File: config.mk
export PLATFORM = sky130hd
export DESIGN_NAME = shift_right_drain_reg
export DESIGN_NICKNAME = d
export VERILOG_FILES = /design/src/rtl/shift_reg_pkg.sv /design/src/rtl/RegEnXBit.sv /design/src/rtl/shift_right_drain_reg.sv
export SDC_FILE = /design/constraint.sdc
export NUM_CORES = 1
export LEC_CHECK = 0
export BUFFER_PORTS_ARGS = -buffer_cell sky130_fd_sc_hd__buf_2
export CAP_MARGIN = 20
export CORE_ASPECT_RATIO = 1.4
export CORE_UTILIZATION = 30
export DETAILED_ROUTE_END_ITERATION = 7
export PLACE_DENSITY = 0.56
export RECOVER_POWER = 50
export SETUP_SLACK_MARGIN = 0.4
export SYNTH_ARGS = -nofsm -noshare
export SYNTH_HDL_FRONTEND = slang
export SYNTH_SLANG_ARGS = --single-unit
File: constraint.sdc
create_clock -name clk -period 2.97 [get_ports clk]
set_input_delay 0.297 -clock clk [delete_from_list [all_inputs] [get_ports clk]]
set_output_delay 0.297 -clock clk [all_outputs]
set_load 0.01 [all_outputs]
File: src/rtl/shift_reg_pkg.sv
// Shared types and helpers for the shift-register family.
//   drain_state_t : IDLE / DRAIN state of the draining shift register
//   clamp_count   : limits a requested entry count to the physical length
package shift_reg_pkg;

    typedef enum logic {
        IDLE  = 1'b0,
        DRAIN = 1'b1
    } drain_state_t;

    // Requested counts beyond the register length are treated as a full load.
    function automatic int unsigned clamp_count(input int unsigned cnt,
                                                input int unsigned len);
        return (cnt > len) ? len : cnt;
    endfunction

endpackage

File: src/rtl/RegEnXBit.sv
// Enabled register of WIDTH bits with synchronous active-high reset.
//   clk   : clock
//   reset : synchronous, active-high; clears q
//   en    : capture d on the next rising edge
//   d     : data in
//   q     : registered data out
module RegEnXBit #(
    parameter int unsigned WIDTH = 1
) (
    input  logic             clk,
    input  logic             reset,
    input  logic             en,
    input  logic [WIDTH-1:0] d,
    output logic [WIDTH-1:0] q
);

    always_ff @(posedge clk) begin
        if (reset) begin
            q <= '0;
        end else if (en) begin
            q <= d;
        end
    end

endmodule

File: src/rtl/shift_right_drain_reg.sv
// Parallel-in, serial-out right-shift register with a valid/ready drain port.
// A batch of up to SHIFTERLEN entries is loaded in one cycle and presented
// one per cycle, entry 0 first.
//   clk, reset  : clock, synchronous active-high reset
//   load_valid  : producer offers a batch
//   load_ready  : a batch can be accepted this cycle
//   load_data   : batch entries, index 0 drains first
//   load_count  : number of valid entries (0 ignored, clamped to SHIFTERLEN)
//   out_valid   : out_data holds a valid entry
//   out_ready   : consumer accepts out_data
//   out_data    : head entry
//   remaining   : entries still to drain, including the head
//   busy        : high while draining
module shift_right_drain_reg
    import shift_reg_pkg::*;
#(
    parameter  int unsigned BITWIDTH   = 1,
    parameter  int unsigned SHIFTERLEN = 10,
    localparam int unsigned CNTW       = $clog2(SHIFTERLEN + 1)
) (
    input  logic                clk,
    input  logic                reset,
    input  logic                load_valid,
    output logic                load_ready,
    input  logic [BITWIDTH-1:0] load_data [SHIFTERLEN-1:0],
    input  logic [CNTW-1:0]     load_count,
    output logic                out_valid,
    input  logic                out_ready,
    output logic [BITWIDTH-1:0] out_data,
    output logic [CNTW-1:0]     remaining,
    output logic                busy
);

    drain_state_t        state_q, state_d;
    logic [CNTW-1:0]     remaining_q, remaining_d;
    logic [CNTW-1:0]     count_clamped;
    logic                load_fire;
    logic                shift_fire;
    logic [BITWIDTH-1:0] entry [SHIFTERLEN-1:0];

    assign count_clamped = CNTW'(clamp_count(32'(load_count), SHIFTERLEN));

    // Handshake decode; a draining last entry frees the slot for a new batch.
    assign out_valid  = (state_q == DRAIN);
    assign busy       = (state_q == DRAIN);
    assign out_data   = entry[0];
    assign remaining  = remaining_q;
    assign load_ready = (state_q == IDLE) | ((remaining_q == CNTW'(1)) & out_ready);
    assign load_fire  = load_valid & load_ready & (load_count != '0);
    assign shift_fire = out_valid & out_ready;

    // Entry storage: load has priority over shift, vacated slots fill with 0.
    for (genvar i = 0; i < SHIFTERLEN; i++) begin : g_entry
        localparam logic [CNTW-1:0] IDX = CNTW'(i);
        logic [BITWIDTH-1:0] shift_in;
        logic [BITWIDTH-1:0] d;

        if (i == SHIFTERLEN - 1) begin : g_top
            assign shift_in = '0;
        end else begin : g_mid
            assign shift_in = entry[i+1];
        end

        assign d = load_fire ? ((IDX < count_clamped) ? load_data[i] : '0)
                             : shift_in;

        RegEnXBit #(
            .WIDTH (BITWIDTH)
        ) u_reg (
            .clk   (clk),
            .reset (reset),
            .en    (load_fire | shift_fire),
            .d     (d),
            .q     (entry[i])
        );
    end

    // State and remaining-count registers.
    always_ff @(posedge clk) begin
        if (reset) begin
            state_q     <= IDLE;
            remaining_q <= '0;
        end else begin
            state_q     <= state_d;
            remaining_q <= remaining_d;
        end
    end

    // Next-state logic.
    always_comb begin
        state_d     = state_q;
        remaining_d = remaining_q;
        if (load_fire) begin
            state_d     = DRAIN;
            remaining_d = count_clamped;
        end else if (shift_fire) begin
            remaining_d = remaining_q - CNTW'(1);
            if (remaining_q == CNTW'(1)) begin
                state_d = IDLE;
            end
        end
    end

endmodule

==> reports/metrics.yaml, run 1 <==
synthesis:
  yosysSeqAreaShare_pct: 31.3
  synth_edf_count: 0
  synth_top_area_share_pct: 31.3
  synth.avg_cell_area_um2: 9.42
  ys.warnings.count: 0
  yosysTopAreaCell: "dfxtp_1"
  syn_inst: 102
  async_reset_ff_share_pct: 0
  synth_area_um2: 961
  ys_ff_latch: 15
  ys_types: 36
  netlist_top_cells_count: "dfxtp_1, nand2_1, a211oi_1"
  ys.flop_type: "dfxtp_1"
  synth.most_common_cell: "dfxtp_1"
  synthTopCellsByArea: "dfxtp_1, a211oi_1, buf_6, nand2_1, a21oi_2"
  synth_fp_nets: 122
cells_and_area:
  fillers: 322
  n_antenna_cell: 0
  drive_gt1_share_pct: 28.1
  fin_util_pct: 35.6
  nNetsFinal: 142
  syn_to_final_growth_pct: 9.90
die:
  io_pins: 26
  fp.dieArea_um2: 3440
  row_count: 23
  chipHeight_um: 69.0
  initial_core_util_pct: 32.4
  core_region_area_um2: 2960
  die_w_um: 49.8
global_routing:
  grt_pass1_wl_um: 3200
  gr-total-overflow: 0
  grtUsageTotal_pct: 12.5
  grt_max_degree: 26
  grt_pass1_vias: 695
  antenna_found_initial: 0
cts:
  post_cts_resized: 0
  tritoncts: "built"
  htree_levels: 1
  cts.sinks: 15
  cts_setup_buffers: 0
  cts_buffers: 3
  path_clk_slew_ns: 0.06
  clk-insertion-delay-late_ns: 0.25
  clock-root-buffer: "clkbuf_8"
  hold_buffers: 0
  clockBufferDepth: 2
route:
  first_pass_iters: 4
  ant_nets: 0
  wl_um: 1960
  drt_iter0_drc: 13
  vias_per_cell: 4.94
  wl_per_cell_um: 12.4
  vias: 780
  drc: 0
placed_design:
  hpwlAfterDp_um: 1420
  io_buffer_count: 25
  gp_congestion: 0.767
power:
  irDropWorstVdd_mv: 0.175
  p_sw_share_pct: 28.8
  seq_power_share_pct: 45.8
  p_comb_share_pct: 21.0
  clkPwrFrac_pct: 33.2
  p_leak_nw: 0.423
  p_switching_mw: 0.145
  power_density_nw_per_um2: 476
  p_int_mw: 0.358
setup_path:
  start_kind: "flip-flop"
  path_class: "reg2reg"
  required_ns: 3.16
  cp_data_arrival_time_ns: 2.35
  crit_fanout: 25
  rrSetupSlack_ns: 0.81
  endpoint_kind: "flip-flop"
sta:
  grt_setup_unrepaired: "false"
  whs_ns: 0.286
  setup_viol: 0
  relSlewSlack_pct: 25.5
  hold_viol: 0
  final.setup_skew_ns: 0.00174
  post-route-period-util_pct: 72.7
  min_period_ns: 2.16
  setup_tns_ns: 0
  slew_violations: 0
  tightest_slew_ns: 1.12
  max_freq_ghz: 0.463
worst_hold_path:
  hp-class: "in2reg"
run:
  drv_cap: 0
run_status:
  status: "complete, no violations"
==> stage by stage <==
step,power [mW],std cells,setup slack [ns],area [um2]
2_1_floorplan,0.321,102,1.47,961
3_3_place_gp,0.344,154,1.14,1030
3_5_place_dp,0.344,154,1.12,1030
4_1_cts,0.514,158,1.08,1070
5_1_grt,0.530,158,0.634,1060
6_report,0.503,158,0.810,1060
==> per-layer routing <==
metal  GRT usage [%]  vias up  part of all wire [%]
met2            21.3       26                    46
met3            1.54        5                   5.7
met1            14.2      345                    45
li1                -      404                     -
met5               0        -                     0
met4            9.64        0                   3.1
==> power groups by stage <==
| stage | Combinational [mW] | Clock [mW] | Sequential, mW |
|---|---|---|---|
| finish | 0.106 | 0.167 | 0.230 |
| global route | 0.117 | 0.179 | 0.233 |
| CTS | 0.110 | 0.174 | 0.230 |
| detailed placement | 0.109 | 0 | 0.235 |
| global placement | 0.110 | 0 | 0.234 |
| floorplan | 0.0873 | 0 | 0.234 |
==> worst max-delay path: stages (launching register included) <==
cell	delay [ns]
dfxtp_1	0.41
ha_1	0.19
nand4bb_2	0.14
a21oi_2	0.85
mux2_2	0.42
nor2_1	0.07
==> path summary, 6_finish.rpt <==
| check | from | end | cells past startpoint |
|---|---|---|---|
| worst max register to register | remaining[0] | g_entry[6].u_reg.q | 5 |
| worst min register to register | g_entry[9].u_reg.q | g_entry[9].u_reg.q | 2 |
| worst max-delay path | remaining[0] | g_entry[6].u_reg.q | 5 |
| worst min-delay path | load_data[0] | g_entry[0].u_reg.q | 3 |
==> state kept, by name, summed over array words and instances (netlist names) <==
register         count
busy                 1
g_entry.u_reg.q     10
remaining            4
==> cells by family after synthesis <==
| family | after synthesis | share of synthesized area, % |
|---|---|---|
| simple gates | 33 | 19.3 |
| compound gates | 30 | 25.5 |
| flops | 15 | 31.3 |
| buf+inv | 13 | 12.0 |
| mux | 6 | 6.64 |
| xor+xnor | 3 | 2.73 |
| fa+ha+maj | 2 | 2.60 |
==> placed cells by master (no fill, tap or decap), drive strengths merged, types with 2 or more instances in the layout <==
cell / synthesis / layout
mux2: 3 / 3
clkbuf: 4 / 12
xnor2: 2 / 2
o21ai: 3 / 3
a21oi: 9 / 9
nand3: 6 / 6
a211oi: 9 / 9
buf: 6 / 17
a21o: 3 / 3
and3: 4 / 4
nor2: 5 / 5
dfxtp: 15 / 15
nand2: 12 / 12
inv: 3 / 3
ha: 2 / 2
mux2i: 3 / 3
==> area by class of cell <==
type / count / area, um2 / area share (%)
clock buffer: 4 / 45.0 / 4.27
inverter: 3 / 11.3 / 1.07
multi-input combinational: 74 / 538 / 50.9
sequential: 15 / 300 / 28.4
tap: 37 / 46.3 / 4.38
timing repair buffer: 25 / 115 / 10.9
Power figures use the tool's default switching activity.
==> run 2, diff against run 1 <==
==> constraint.sdc (replaced) <==
create_clock -name clk -period 2.1 [get_ports clk]
set_input_delay 0.21 -clock clk [delete_from_list [all_inputs] [get_ports clk]]
set_output_delay 0.21 -clock clk [all_outputs]
set_load 0.01 [all_outputs]
==> run 2 against run 1 <==
Combinational power rose by 44%. Cell count rose by 1.3%. Global-route usage rose by 0.64 points. Routed wire length rose by 6.1%. Die area did not move. Register-to-register slack got worse by 0.42 ns. Core utilization rose by 0.46 points. Clock skew fell by 0.00062 ns. First-iteration DRC count fell by 31%. Sequential share of layout area fell by 0.37 points. Critical endpoint is now g_entry[0].u_reg.q. Largest cell class unchanged.
==> reports/metrics.yaml, run 2 (synthesis results as in run 1) <==
run_status:
  status: "complete, no violations"
setup_path:
  rrSetupSlack_ns: 0.39
  cp_slowest_cell: "dfxtp_1"
  crit_family: "flip-flops"
  cp_num_buf_inv: 1
  start_kind: "flip-flop"
  r2r-end: "g_entry[0].u_reg.q"
  endpoint_kind: "flip-flop"
  required_ns: 2.23
  r2r_start: "remaining[0]"
  crit_fanout: 20
  path_class: "reg2reg"
  r2r_cells: 6
  cp_data_arrival_time_ns: 1.85
  cpPeakStageDelay_ns: 0.42
  path_cells: "ha_1 -> nand4bb_2 -> a21oi_1 -> clkbuf_2 -> mux2i_1 -> nor2_1"
cts:
  cts.sinks: 15
  htree_levels: 1
  path_clk_slew_ns: 0.06
  tritoncts: "built"
  hold_buffers: 0
  clockBufferDepth: 2
  clk-insertion-delay-late_ns: 0.25
  clock-root-buffer: "clkbuf_8"
  cts_buffers: 3
sta:
  hold_viol: 0
  grt_setup_unrepaired: "false"
  setup_viol: 0
  max_freq_ghz: 0.583
  relSlewSlack_pct: 74.3
  slew_violations: 0
  final.setup_skew_ns: 0.00112
  setup_tns_ns: 0
  min_period_ns: 1.71
  post-route-period-util_pct: 81.7
  whs_ns: 0.198
  tightest_slew_ns: 0.385
route:
  vias_per_cell: 5.13
  drt_iter0_drc: 9
  wl_met1_um: 885
  wl_met2_um: 1030
  wl_per_cell_um: 13.0
  vias: 820
  routed.top_layer: "met4"
  ant_nets: 0
  drc: 0
  route.met3.wl_um: 92
  first_pass_iters: 2
  wl_um: 2080
global_routing:
  grt_pass1_vias: 755
  grt_pass1_wl_um: 3340
  grtUsageTotal_pct: 13.1
  grt_max_degree: 21
  gr-total-overflow: 0
  antenna_found_initial: 0
cells_and_area:
  drive_gt1_share_pct: 30.9
  syn_to_final_growth_pct: 11.3
  n_antenna_cell: 0
  nNetsFinal: 144
  layout_common_cells: "buf_2, dfxtp_1, nand2_1"
  fin_util_pct: 36.1
  layout_commonest_cell: "buf_2"
  regMostFlops: "g_entry.u_reg.q"
  largest_reg_flops: 10
worst_hold_path:
  hold_start: "load_data[0]"
  hp-class: "in2reg"
  min_delay_path_depth: 3
  hold_end: "g_entry[0].u_reg.q"
die:
  row_count: 23
  chipHeight_um: 69.0
  fp.dieArea_um2: 3440
  io_pins: 26
  die_w_um: 49.8
  core_region_area_um2: 2960
  initial_core_util_pct: 32.4
power:
  irDropWorstVdd_mv: 0.242
  p_leak_nw: 0.438
  power_density_nw_per_um2: 670
placed_design:
  hpwlAfterDp_um: 1520
  gp_congestion: 0.729
  io_buffer_count: 25
run:
  drv_cap: 0
==> run 2: changes by cell type in the layout (fill, tap and decap cells not counted), sizes merged <==
cell    previous run  this run
buf               17        20
clkbuf            12        11
==> run 2: power by group <==
| group | internal [mW] | switching, mW |
|---|---|---|
| sequential | 0.307 | 0.0194 |
| combinational | 0.0685 | 0.0849 |
| clock | 0.135 | 0.103 |
==> run 2: worst max-delay path by stage <==
stage / cells after the start / startpoint / slack (ns) / end
after floorplan: 6 / remaining[0] / 0.60 / g_entry[0].u_reg.q
after global routing: 6 / remaining[0] / 0.23 / remaining[1]
final: 6 / remaining[0] / 0.39 / g_entry[0].u_reg.q
after detailed placement: 4 / busy / 0.25 / remaining[3]
after CTS: 6 / remaining[0] / 0.42 / g_entry[0].u_reg.q
after global placement: 4 / busy / 0.24 / remaining[3]
==> run 2: routing by layer <==
layer | track usage [%] | up-vias
li1 | - | 412
met1 | 14.6 | 381
met2 | 22.1 | 22
met3 | 2.19 | 5
met4 | 10.7 | 0
met5 | 0 | -
==> run 2: cell type report <==
cell class / count / area (um2)
clock buffers: 4 / 45.0
fillers: 324 / 1890
well taps: 37 / 46.3
multi-input cells: 74 / 537
flip-flops and latches: 15 / 300
repair buffers: 27 / 130
inverters: 3 / 11.3
==> run 2: worst register-to-register path, stage by stage, from the launching register on <==
cell,delay [ns]
dfxtp_1,0.42
ha_1,0.19
nand4bb_2,0.13
a21oi_1,0.19
clkbuf_2,0.38
mux2i_1,0.24
nor2_1,0.05
==> run 2: metrics by stage <==
stage	setup slack, ns	cell area (um2)	cells	total power, mW
finish	0.385	1070	160	0.717
floorplan	0.604	961	102	0.454
CTS	0.418	1080	159	0.730
global route	0.227	1070	160	0.753
detailed placement	0.254	1040	155	0.490
global placement	0.240	1040	155	0.489
==> run 2: what timing repair did <==
item / CTS / global route
setup endpoints to repair: 5 / 10
resized for setup: 1 / 2
buffers inserted: 0 / 1
pin swaps: 0 / 1
==> run 3, diff against run 2 <==
--- a/config.mk
+++ b/config.mk
@@ -10,7 +10,7 @@
 export CORE_ASPECT_RATIO = 1.4
 export CORE_UTILIZATION = 30
 export DETAILED_ROUTE_END_ITERATION = 7
-export PLACE_DENSITY = 0.56
+export PLACE_DENSITY = 0.57
 export RECOVER_POWER = 50
 export SETUP_SLACK_MARGIN = 0.4
 export SYNTH_ARGS = -nofsm -noshare
==> constraint.sdc (replaced) <==
create_clock -name clk -period 1.5 [get_ports clk]
set_input_delay 0.15 -clock clk [delete_from_list [all_inputs] [get_ports clk]]
set_output_delay 0.15 -clock clk [all_outputs]
set_load 0.01 [all_outputs]
==> run 3 against run 2 <==
Via count rose by 8.0%. Final area rose by 23%. Non-clock buffer count rose by 16. Routed wire length rose by 19%. Sequential power rose by 40%. First-iteration DRC count rose by 33%. Critical path type unchanged. Critical endpoint is now g_entry[7].u_reg.q. Largest power group unchanged.
==> reports/metrics.yaml, run 3 (synthesis results as in run 1) <==
worst_hold_path:
  hold_start: "load_data[0]"
  min_delay_path_depth: 3
  hold_end: "g_entry[0].u_reg.q"
  hp-class: "in2reg"
cells_and_area:
  drive_gt1_share_pct: 48.2
  layout_commonest_cell: "buf_2"
  n_antenna_cell: 0
  largest_reg_flops: 10
  layout_common_cells: "buf_2, dfxtp_1, nand2_1"
  nNetsFinal: 160
  regMostFlops: "g_entry.u_reg.q"
  syn_to_final_growth_pct: 37.4
power:
  p_switching_mw: 0.337
  p_leak_nw: 0.561
  p_int_mw: 0.787
  clkPwrFrac_pct: 30.4
  p_sw_share_pct: 30.0
  seq_power_share_pct: 40.5
  power_mw: 1.12
  p_comb_share_pct: 29.1
  power_density_nw_per_um2: 852
  irDropWorstVdd_mv: 0.508
cts:
  tritoncts: "built"
  path_clk_slew_ns: 0.07
  htree_levels: 1
  cts_buffers: 3
  clockBufferDepth: 2
  hold_buffers: 0
  clock-root-buffer: "clkbuf_8"
  cts.sinks: 15
  clk-insertion-delay-late_ns: 0.25
setup_path:
  required_ns: 1.69
  rrSetupSlack_ns: 0.07
  cp_data_arrival_time_ns: 1.62
  start_kind: "flip-flop"
  path_class: "reg2reg"
  r2r_cells: 7
  crit_fanout: 5
  r2r-end: "g_entry[7].u_reg.q"
  r2r_start: "remaining[1]"
  endpoint_kind: "flip-flop"
route:
  ant_nets: 0
  vias_per_cell: 5.03
  drc: 0
  drt_iter0_drc: 12
  vias: 886
  wl_per_cell_um: 14.0
  first_pass_iters: 2
  wl_um: 2470
sta:
  hold_viol: 0
  relSlewSlack_pct: 74.7
  setup_viol: 0
  min_period_ns: 1.43
  final.setup_skew_ns: 0.00646
  slew_violations: 0
  tightest_slew_ns: 0.378
  post-route-period-util_pct: 95.3
  setup_tns_ns: 0
  max_freq_ghz: 0.699
  grt_setup_unrepaired: "true"
  whs_ns: 0.151
global_routing:
  antenna_found_initial: 0
  gr-total-overflow: 0
  grt_pass1_wl_um: 4030
  grt_pass1_vias: 849
  grtUsageTotal_pct: 16.2
  grt_max_degree: 16
run_status:
  status: "complete, no violations"
die:
  fp.dieArea_um2: 3440
  core_region_area_um2: 2960
  row_count: 23
  io_pins: 26
  chipHeight_um: 69.0
  initial_core_util_pct: 32.4
  die_w_um: 49.8
placed_design:
  hpwlAfterDp_um: 1690
  io_buffer_count: 25
  gp_congestion: 0.768
run:
  drv_cap: 0
run 3: how the worst max path moves through the flow:
stage | depth (start not counted) | from | slack [ns] | end
after floorplan | 7 | remaining[1] | 0.15 | g_entry[0].u_reg.q
after global placement | 7 | remaining[1] | 0.09 | g_entry[0].u_reg.q
after detailed placement | 7 | remaining[1] | 0.06 | g_entry[0].u_reg.q
after CTS | 6 | remaining[0] | 0.1 | g_entry[7].u_reg.q
after global routing | 8 | remaining[1] | 0.01 | g_entry[0].u_reg.q
final | 7 | remaining[1] | 0.07 | g_entry[7].u_reg.q
run 3: repair_timing:
item / 4_1_cts / 5_1_grt
buffers inserted: 5 / 3
endpoints found under the setup margin: 17 / 17
resized for setup: 10 / 6
gates cloned: 1 / 0
pin swaps: 4 / 7
run 3: area by class of cell:
class,instances,area (um2)
clock inverters,1,5.00
repair buffers,43,310
multi-input cells,74,598
inverters,3,11.3
well taps,37,46.3
flip-flops and latches,15,308
fillers,314,1640
clock buffers,3,41.3
run 3: power groups by stage:
stage | Clock [mW] | Sequential [mW] | Combinational [mW]
2_1_floorplan | 0 | 0.467 | 0.184
3_3_place_gp | 0 | 0.464 | 0.260
3_5_place_dp | 0 | 0.467 | 0.264
4_1_cts | 0.348 | 0.456 | 0.316
5_1_grt | 0.367 | 0.459 | 0.356
6_report | 0.342 | 0.455 | 0.328
run 3: critical path, stage by stage, from the launching register on:
cell and delay (ns):
dfxtp_1 0.32, inv_2 0.07, ha_4 0.13, nand4bb_4 0.13
a21oi_4 0.18, buf_6 0.16, mux2_4 0.30, nor2_1 0.08
run 3: per-stage QoR:
stage	util (%)	setup slack [ns]	area, um2	std cells
2_1_floorplan	-	0.150	1000	102
3_3_place_gp	38.6	0.0907	1140	163
3_5_place_dp	38.6	0.0649	1140	163
4_1_cts	43.6	0.0960	1290	173
5_1_grt	44.5	0.0138	1320	176
6_report	44.5	0.0701	1320	176
run 3: metal layers:
layer	vias to the layer above	track usage (%)	routed length, um	part of all wire [%]
li1	442	-	-	-
met1	421	18.4	1070	43
met2	19	28.9	1290	52
met3	4	0.658	49	2.0
met4	0	11.8	56	2.3
met5	-	0	0	0
